### config.mk
export PLATFORM = sky130hd
export DESIGN_NAME = byte_shift_counter
export DESIGN_NICKNAME = d
export VERILOG_FILES = /design/src/rtl/byte_shift_counter.sv
export SDC_FILE = /design/constraint.sdc
export NUM_CORES = 1
export LEC_CHECK = 0
export ABC_AREA = 1
export CAP_MARGIN = 10
export CORE_ASPECT_RATIO = 0.6
export CORE_MARGIN = 5
export CORE_UTILIZATION = 45
export DETAILED_ROUTE_END_ITERATION = 16
export HOLD_SLACK_MARGIN = 0.08
export PLACE_DENSITY_LB_ADDON = 0.05
export SYNTH_ARGS = -nofsm -noshare
export SYNTH_HDL_FRONTEND = slang
export SYNTH_SLANG_ARGS = --single-unit
### constraint.sdc
create_clock -name clk -period 3.15 [get_ports clk]
set_input_delay 0.7875 -clock clk [delete_from_list [all_inputs] [get_ports clk]]
set_output_delay 0.7875 -clock clk [all_outputs]
set_load 0.005 [all_outputs]
### src/rtl/byte_shift_counter.sv
// byte_shift_counter: 64-bit (BYTES deep) byte-wide shift register plus a
// bounded wrapping up-counter used by the NTR command receiver datapath.
// The shifter assembles the command word MSB-first; the counter tracks how
// many bytes have been sampled and wraps from CNT_MAX back to 0.
module byte_shift_counter #(
  parameter int BYTES     = 8,
  parameter int CNT_WIDTH = 4,
  parameter int CNT_MAX   = 8
) (
  input  logic                   clk,
  input  logic                   rst,
  input  logic [7:0]             data_in,
  input  logic                   shift_en,
  input  logic                   shift_clr,
  output logic [8*BYTES-1:0]     data_out,
  input  logic                   cnt_en,
  input  logic                   cnt_clr,
  output logic [CNT_WIDTH-1:0]   count,
  output logic                   cnt_at_max
);

  localparam int                   DW      = 8 * BYTES;
  localparam logic [CNT_WIDTH-1:0] CNT_TOP = CNT_WIDTH'(CNT_MAX);

  logic [DW-1:0]        shift_q;
  logic [DW-1:0]        shift_d;
  logic [DW-1:0]        shifted;
  logic [CNT_WIDTH-1:0] count_q;
  logic [CNT_WIDTH-1:0] count_d;
  logic                 at_max;

  // A single-byte register has no older bytes to keep, so the shifted
  // value is just the incoming byte; otherwise drop the MSB byte.
  generate
    if (BYTES == 1) begin : g_one_byte
      assign shifted = data_in;
    end else begin : g_multi_byte
      assign shifted = {shift_q[DW-9:0], data_in};
    end
  endgenerate

  // Terminal-count flag looks only at the registered count.
  assign at_max = (count_q == CNT_TOP);

  // Next shift-register value: clear beats shift, otherwise hold.
  always_comb begin
    shift_d = shift_q;
    if (shift_clr) begin
      shift_d = '0;
    end else if (shift_en) begin
      shift_d = shifted;
    end
  end

  // Next count: clear beats enable; enable at terminal count wraps to 0.
  always_comb begin
    count_d = count_q;
    if (cnt_clr) begin
      count_d = '0;
    end else if (cnt_en) begin
      if (at_max) begin
        count_d = '0;
      end else begin
        count_d = count_q + 1'b1;
      end
    end
  end

  // State registers with asynchronous reset dominating clear and enable.
  always_ff @(posedge clk or posedge rst) begin
    if (rst) begin
      shift_q <= '0;
      count_q <= '0;
    end else begin
      shift_q <= shift_d;
      count_q <= count_d;
    end
  end

  assign data_out   = shift_q;
  assign count      = count_q;
  assign cnt_at_max = at_max;

endmodule

# After elaboration in Yosys (flattened, before gate mapping)
# Cells that the tools add are included.
# op_classes
multipliers,0
bitwise_logic,0
n_reduce_logical,2
div,0
mux,5
addsub,1
magnitude_cmp,0
n_eq_ne,1
shifts,0
# op_table
op,n
2-to-1 mux 64 bit,2
2-to-1 mux 4 bit,3
adder 4 x 1 -> 4 bit (second input constant),1
equality test 4 bit (second input constant),1
nonzero test 2 bit,2
# totals
out_inout_bits,69
mem_bits_ro,0
memories,0
register_bits,68
latch_bits,0
elab_cells,11
ram_bits,0

# Depth between registers and ports, before layout
# Gate-level depths: netlist of the first run.
# logic_depth
ltp_word,4
mapped_depth,7
depth_no_buf,7

# Worst setup path before layout of the first run
# OpenSTA, ideal clock, no wires.
# synth_timing
path_type,register -> output
startpoint,"reg count_q[0], in the netlist count[0]"
endpoint,out cnt_at_max
required_ns,2.362
path_buffers,0
slack_ns,1.525
stages_incl_launch_ff,5
t_arrival_ns,0.838
path_cell_list,dfrtp_1 > inv_1 > ha_1 > nand2_1 > nor2_1
# synth_via
elab_chain_len,1
# synth_rtl
item,line_no,text
from (decl),28,logic [CNT_WIDTH-1:0] count_q;
from (signal assigned),76,count_q <= count_d;
equality test 4 bit,43,assign at_max = (count_q == CNT_TOP);
to (decl),19,output logic cnt_at_max
# Every way passes these cells.

# Worst setup path in the final report of the first run
# Same ends and word-level chain as after synthesis.

==> results.ini, run 1 <==
[logic_synthesis]
synth_top_area_share_pct=54.91
synth_top_area_cell=dfrtp_1
avgSynthCellArea_sq_um=10.65
ys_types=19
synth.area.top_cells=dfrtp_1 (55%), o21ai_2 (11%), nand2_1 (8.6%)
syn_inst=291
synth_fp_nets=307
synth_area_sq_um=3099
ys_warn_count=0
ys_ff_latch=68
ys_seq_area_share_pct=54.91

[layout]
diodes=0
final_nets=387
postLayoutCellArea_sq_um=4199
drive_above_1_share_pct=22.61
area_delta_synth_final_pct=35.49

[run]
maxCapViolations=0

[timing]
worstMarginPinSlew_ps=531.5
rsz0062_at_grt=false
slew_violations=0
slew_headroom_pct=64.48
fin_crit_ps=2520
hold_viol_final=0
finalSetupViolations=0
finalCritPeriodShare_pct=79.99
skew_ps=4.014
fin_setup_tns_ps=0
fmax_ghz=0.3969

[clock_tree]
cts_setup_buffers=0
cts_made_buffers=9
cts.clk_slew.worst_paths_ps=50
cts.sinks=68
htree_levels=3
holdBufCountCts=0
clkLatencyLatePin_ps=320
root_buffer=clkbuf_16
ctsResizeCount=0
cts.path.max_buffers=2
tritoncts=built

[min_path]
hp-class=reg -> reg

[drt]
drt_wl_total_um=7033
viasPerCell=4.946
drc=0
drt_first_iter_violations=162
wl_per_cell_um=15.19
route.antenna.remaining_nets=0
num_vias=2290
drtPass1Iterations=4

[floorplan]
die_h_um=74.29
dieArea_sq_um=8702
core_area_sq_um=6676
num_rows=23
io_pins=83
die_x_um=117.1
initial_core_util_pct=46.42

[global_route]
grt_start_max_net_pins=48
grt_pass1_vias=2275
antenna_found_initial=0
overflow=0
grt_pass1_wl_um=11660
grtUsageTotal_pct=17.55

[pwr]
ir_drop_v=0.0002871
power_density_nw_per_um2=476.9
p_leak_nw=1.992

[placement]
portBuffers=82
dpl.hpwl_um=4793
gp_congestion=0.7210
dpl_cell_area_sq_um=3916

[critical_path]
critPathKind=reg -> out
critPathArrivalTime_ps=1730
worstPathMaxFanout=6
cp-start-kind=register
crit_path_end_kind=output pin
rrSetupSlack_ps=1980
crit_required_ps=2360

[status]
status=complete, no violations

## critical path, stage by stage, from the launching register on
cell             delay [ps]
dfrtp_1                 440
inv_1                   110
ha_1                    160
nand2_1                  50
nor2_1                  120
clkdlybuf4s50_1         520
## sequential cells by signal, indices dropped and copies added (netlist names)
signal,cells
count,4
data_out,64
## cells by family (layout without fill, tap and decap cells)
| logic type | Yosys count | count (layout) | share of synthesized area (%) |
|---|---|---|---|
| AO/OA/AOI/OAI | 52 | 52 | 13.36 |
| flip-flops | 68 | 68 | 54.91 |
| buffers and inverters | 29 | 114 | 7.105 |
| AND/OR/NAND/NOR | 140 | 140 | 23.82 |
| adder cells (fa/ha/maj) | 2 | 2 | 0.8073 |
## synth_stat cells
master	number
buf_6	6
o21ai_2	40
ha_1	2
dfrtp_1	68
inv_4	2
nand2_1	71
o21ai_1	7
nor2_4	1
a21oi_2	1
inv_1	8
buf_2	5
a21oi_1	3
o21ai_0	1
nand2_4	20
buf_4	6
nand4_1	1
nor2_1	5
buf_12	2
nand3_1	42
## per-stage QoR
step / utilization, % / hold WS (ps) / total power, mW / std cells / worst slack, ps
floorplan: - / 465.4 / 1.018 / 291 / 651.0
global placement: 58.66 / 462.8 / 1.079 / 447 / 879.1
detailed placement: 58.66 / 473.1 / 1.082 / 447 / 832.0
CTS: 62.89 / 486.2 / 2.026 / 463 / 612.4
global route: 62.89 / 508.3 / 2.085 / 463 / 505.2
finish: 62.89 / 480.9 / 2.003 / 463 / 630.3
## final timing paths
check,depth (start not counted),to,start
hold / removal,2,data_out[58],data_out[58]
hold reg to reg,2,data_out[58],data_out[58]
setup reg to reg,7,count[3],count[0]
setup / recovery,5,cnt_at_max,count[0]
min in group asynchronous,2,data_out[61],rst
max in group asynchronous,3,data_out[48],rst
## report_power, final
part / switching [mW] / internal, mW
registers: 0.0159 / 0.890
clock network: 0.342 / 0.597
logic: 0.0947 / 0.0629
total: 0.453 / 1.55
## metal layers
metal	global-route usage, %	up-vias	share of wire, %
met5	0	-	0
met4	4.962	0	0.63
met3	6.098	5	5.9
met2	25.94	53	45
met1	24.70	1095	48
li1	-	1137	-
## placed cells by master (no fill, tap or decap), types with 3 or more instances in the layout
master           count
dfrtp_1             68
nand2_4             20
clkbuf_1             3
inv_1                7
clkbuf_16            9
buf_4                4
o21ai_1              7
clkdlybuf4s50_1     81
nor2_1               5
o21ai_2             40
nand3_1             42
a21oi_1              3
clkbuf_8             3
nand2_1             71
## layout make-up
class,count,area [sq um]
Clock buffer,15,277.8
Fill cell,556,2477
Clock inverter,1,5.005
Tap cell,87,108.9
Multi-Input combinational cell,194,1177
Inverter,10,42.54
Sequential cell,68,1702
Timing Repair Buffer,88,885.9
(Power assumes the default switching activity.)
==> inputs of run 2 (changes only) <==
==> constraint.sdc (replaced) <==
create_clock -name clk -period 2.51 [get_ports clk]
set_input_delay 0.6275 -clock clk [delete_from_list [all_inputs] [get_ports clk]]
set_output_delay 0.6275 -clock clk [all_outputs]
set_load 0.005 [all_outputs]
==> run 2 against run 1 <==
First-iteration DRC count down 28%. Die area unchanged. Cell count up 0.22%. Largest cell class unchanged. Highest routed layer unchanged. Sequential share of layout area down 1.0 points. Worst hold slack better by 0.88 ps. Setup slack worse by 460 ps. Sequential power up 26%. Power up 36%.
==> results.ini, run 2 (same netlist as run 1, synthesis figures left out) <==
[drt]
route.antenna.remaining_nets=0
viasPerCell=5.050
num_vias=2343
drtPass1Iterations=4
drt_wl_total_um=6944
drt_first_iter_violations=116
drc=0
wl_per_cell_um=14.97

[placement]
portBuffers=82
gp_congestion=0.8151
post-place-ws_ps=514.8
dpl.hpwl_um=4692
dp.cells=448

[layout]
fillers=594
area_delta_synth_final_pct=39.04
final_nets=388
drive_above_1_share_pct=23.61
diodes=0
layout_common_cells=clkdlybuf4s50_1 (81), nand2_1 (71), dfrtp_1 (68)
fin_cells=464
largest_reg_flops=64
final_common_cell=clkdlybuf4s50_1

[clock_tree]
ctsResizeCount=0
holdBufCountCts=0
htree_levels=3
tritoncts=built
root_buffer=clkbuf_16
cts_made_buffers=9
cts_setup_buffers=0
cts.clk_slew.worst_paths_ps=60
cts.path.max_buffers=2
cts.sinks=68
clkLatencyLatePin_ps=320

[status]
status=complete, no violations

[floorplan]
core_area_sq_um=6676
num_rows=23
die_h_um=74.29
die_x_um=117.1
io_pins=83
initial_core_util_pct=46.42
dieArea_sq_um=8702

[critical_path]
worstPathMaxFanout=6
cp_num_buf_inv=2
crit_family=buffers and inverters
r2r-end=count[3]
path_cells=inv_1, ha_1, nand2_1, nor2_1, clkdlybuf4s50_1
crit_path_end_kind=output pin
worstRegToRegCells=7
rrSetupSlack_ps=1310
cp-start-kind=register
max_stage_delay_ps=520
cp.depth=5
crit_required_ps=1880
critPathArrivalTime_ps=1710
critPathSlowestCell=clkdlybuf4s50_1
critPathKind=reg -> out
startpoint=count[0]
crit_path_end=cnt_at_max
r2r-start=count[0]

[global_route]
grt_start_max_net_pins=41
grtUsageTotal_pct=17.90
grt_pass1_wl_um=11950
antenna_found_initial=0
overflow=0
grt_pass1_vias=2431

[timing]
hold_viol_final=0
finalCritPeriodShare_pct=93.22
slew_violations=0
fin_setup_tns_ps=0
fmax_ghz=0.4274
slew_headroom_pct=67.92
skew_ps=6.194
finalSetupViolations=0
worstMarginPinSlew_ps=481.3
fin_ws_ps=170.2
fin_crit_ps=2340
worst_hold_slack_ps=481.8
rsz0062_at_grt=false

[pwr]
p_leak_nw=2.040
ir_drop_v=0.0003392
power_density_nw_per_um2=633.8

[run]
maxCapViolations=0

[min_path]
hp-class=reg -> reg

-- run 2: cell count changes in the layout (fill, tap and decap cells not counted), sizes merged --
cell / previous run / this run
inv: 10 / 11
clkinv: 1 / 2
buf: 7 / 8
bufinv: 0 / 2
clkbuf: 15 / 11
-- run 2: layout make-up --
| type | instances | area [sq um] | area share (%) |
|---|---|---|---|
| multi-input cells | 194 | 1177 | 27.32 |
| well taps | 87 | 108.9 | 2.526 |
| clock buffers | 11 | 252.7 | 5.865 |
| inverters | 10 | 42.54 | 0.9872 |
| repair buffers | 89 | 943.4 | 21.89 |
| clock inverters | 5 | 82.58 | 1.916 |
| flip-flops and latches | 68 | 1702 | 39.49 |
-- run 2: worst min path at each step --
stage / to / depth (start not counted) / slack [ps] / from
global placement: data_out[57] / 2 / 470 / data_out[57]
finish: data_out[58] / 2 / 480 / data_out[58]
floorplan: data_out[63] / 2 / 470 / data_out[63]
detailed placement: data_out[59] / 2 / 470 / data_out[59]
global route: data_out[56] / 2 / 510 / data_out[56]
CTS: data_out[56] / 2 / 490 / data_out[56]
-- run 2: per-stage QoR --
| step | instance area, sq um | power (mW) | utilization, % |
|---|---|---|---|
| 6_report | 4309 | 2.731 | 64.54 |
| 5_1_grt | 4309 | 2.843 | 64.54 |
| 4_1_cts | 4309 | 2.770 | 64.54 |
| 3_5_place_dp | 3974 | 1.369 | 59.52 |
| 3_3_place_gp | 3974 | 1.368 | 59.52 |
| 2_1_floorplan | 3099 | 1.278 | - |
-- run 2: worst min-delay path, stage by stage (launching register included) --
cell and delay [ps]:
dfrtp_1 340, nand2_1 60, o21ai_2 50
-- run 2: where the power goes --
part	total, mW	switching (mW)	internal, mW
clock network	1.39	0.459	0.927
registers	1.14	0.0199	1.12
logic	0.209	0.120	0.0883
total	2.73	0.600	2.13
-- run 2: per-layer routing --
layer  global-route usage (%)  vias to the layer above  wire (um)
met5                        0                        -          0
met4                    5.852                        0         45
met3                    5.528                        6        408
met2                    26.82                       67       3199
met1                    25.03                     1134       3290
li1                         -                     1136          -
==> inputs of run 3 (changes only) <==
--- a/config.mk
+++ b/config.mk
@@ -7,9 +7,11 @@
 export LEC_CHECK = 0
 export ABC_AREA = 1
 export CAP_MARGIN = 10
+export CELL_PAD_IN_SITES_DETAIL_PLACEMENT = 1
+export CELL_PAD_IN_SITES_GLOBAL_PLACEMENT = 2
 export CORE_ASPECT_RATIO = 0.6
 export CORE_MARGIN = 5
-export CORE_UTILIZATION = 45
+export CORE_UTILIZATION = 30
 export DETAILED_ROUTE_END_ITERATION = 16
 export HOLD_SLACK_MARGIN = 0.08
 export PLACE_DENSITY_LB_ADDON = 0.05
==> run 3 against run 2 <==
Non-clock buffer count fell by 1. Worst hold slack got worse by 1.3 ps. Global-route usage fell by 4.1 points. Fmax barely moved. Flip-flop and latch count did not move.
==> results.ini, run 3 (same netlist as run 1, synthesis figures left out) <==
[clock_tree]
cts_made_buffers=9
htree_levels=3
cts.sinks=68
cts.path.max_buffers=2
cts.clk_slew.worst_paths_ps=50
holdBufCountCts=0
tritoncts=built
cts_setup_buffers=0
root_buffer=clkbuf_16
ctsResizeCount=0
clkLatencyLatePin_ps=330

[floorplan]
io_pins=83
num_rows=28
initial_core_util_pct=31.04
die_x_um=141.2
dieArea_sq_um=12530
core_area_sq_um=9985
die_h_um=88.73

[drt]
drt_first_iter_violations=65
route.antenna.remaining_nets=0
wl_per_cell_um=15.81
drt_wl_total_um=8081
num_vias=2310
viasPerCell=4.521
drc=0
drtPass1Iterations=4

[timing]
finalSetupViolations=0
fmax_ghz=0.4270
skew_ps=3.693
fin_ws_ps=168.0
slew_violations=0
hold_viol_final=0
finalCritPeriodShare_pct=93.31
worstMarginPinSlew_ps=437.2
slew_headroom_pct=70.85
fin_setup_tns_ps=0
fin_crit_ps=2342
worst_hold_slack_ps=480.5
rsz0062_at_grt=false

[layout]
postLayoutCellArea_sq_um=4335
final_core_util_pct=43.42
largest_reg_flops=64
final_common_cell=clkdlybuf4s50_1
diodes=0
area_delta_synth_final_pct=39.89
layout_common_cells=clkdlybuf4s50_1 (81), nand2_1 (71), dfrtp_1 (68)
fin_cells=511
drive_above_1_share_pct=23.14
final_nets=387

[critical_path]
crit_required_ps=1880
critPathArrivalTime_ps=1710
worstPathMaxFanout=5
path_cells=inv_1, ha_1, nand2_1, nor2_1, clkdlybuf4s50_1
critPathKind=reg -> out
crit_path_end_kind=output pin
max_stage_delay_ps=520
critPathSlowestCell=clkdlybuf4s50_1
cp-start-kind=register

[pwr]
ir_drop_v=0.0003302
p_leak_nw=2.024
clock_power_share_pct=49.8
p_sw_share_pct=22.01
intPower_mw=2.094
power_switching_uw=590.7
finalPower_mw=2.684
seqPwrFrac_pct=42.4
pwr-share-comb_pct=7.8
power_density_nw_per_um2=619.1

[placement]
portBuffers=82
post-place-ws_ps=506.8
dpl.hpwl_um=5525
dp.cells=495
dpl_cell_area_sq_um=4018
gp_congestion=0.7320

[global_route]
antenna_found_initial=0
grt_pass1_wl_um=13270
grt_pass1_vias=2503
grtUsageTotal_pct=13.75
grt_start_max_net_pins=41
overflow=0

[status]
status=complete, no violations

[min_path]
hp-class=reg -> reg

[run]
maxCapViolations=0

[run 3: changes by cell type in the layout (fill, tap and decap cells not counted), sizes merged]
cell and delta:
inv -2, clkinv +2, buf -1
[run 3: layer usage]
metal  up-vias  wire [um]  GRT usage [%]
met1      1110       4021          19.13
met4         0         90          4.485
met2        55       3518          20.17
met3         7        451          4.752
li1       1138          -              -
met5         -          0              0
[run 3: power by group through the flow]
stage / logic (mW) / clock network [mW] / registers, mW
floorplan: 0.124 / 0 / 1.15
global placement: 0.215 / 0 / 1.16
detailed placement: 0.216 / 0 / 1.16
CTS: 0.216 / 1.38 / 1.14
global route: 0.231 / 1.44 / 1.14
finish: 0.209 / 1.34 / 1.14
[run 3: final cells by class]
type                    count  area, sq um
clock buffers              11        242.7
clock inverters             5        75.07
inverters                  10        43.79
repair buffers             88        925.9
multi-input cells         194         1177
fillers                  1081         5649
well taps                 135        168.9
flip-flops and latches     68         1702
[run 3: final timing paths]
kind / end / cells past startpoint / slack (ps) / from
setup reg to reg: count[0] / 7 / 1350 / count[1]
min in group asynchronous: count[3] / 2 / 500 / rst
hold / removal: data_out[58] / 2 / 480 / data_out[58]
max in group asynchronous: data_out[35] / 3 / 1480 / rst
hold reg to reg: data_out[58] / 2 / 480 / data_out[58]
setup / recovery: cnt_at_max / 5 / 170 / count[1]
[run 3: critical path, delay by kind of cell, from the launching register on]
family,cells,cell delay (ps)
fa+ha+maj,1,160
buf+inv,2,620
simple gates,2,190
flops,1,420
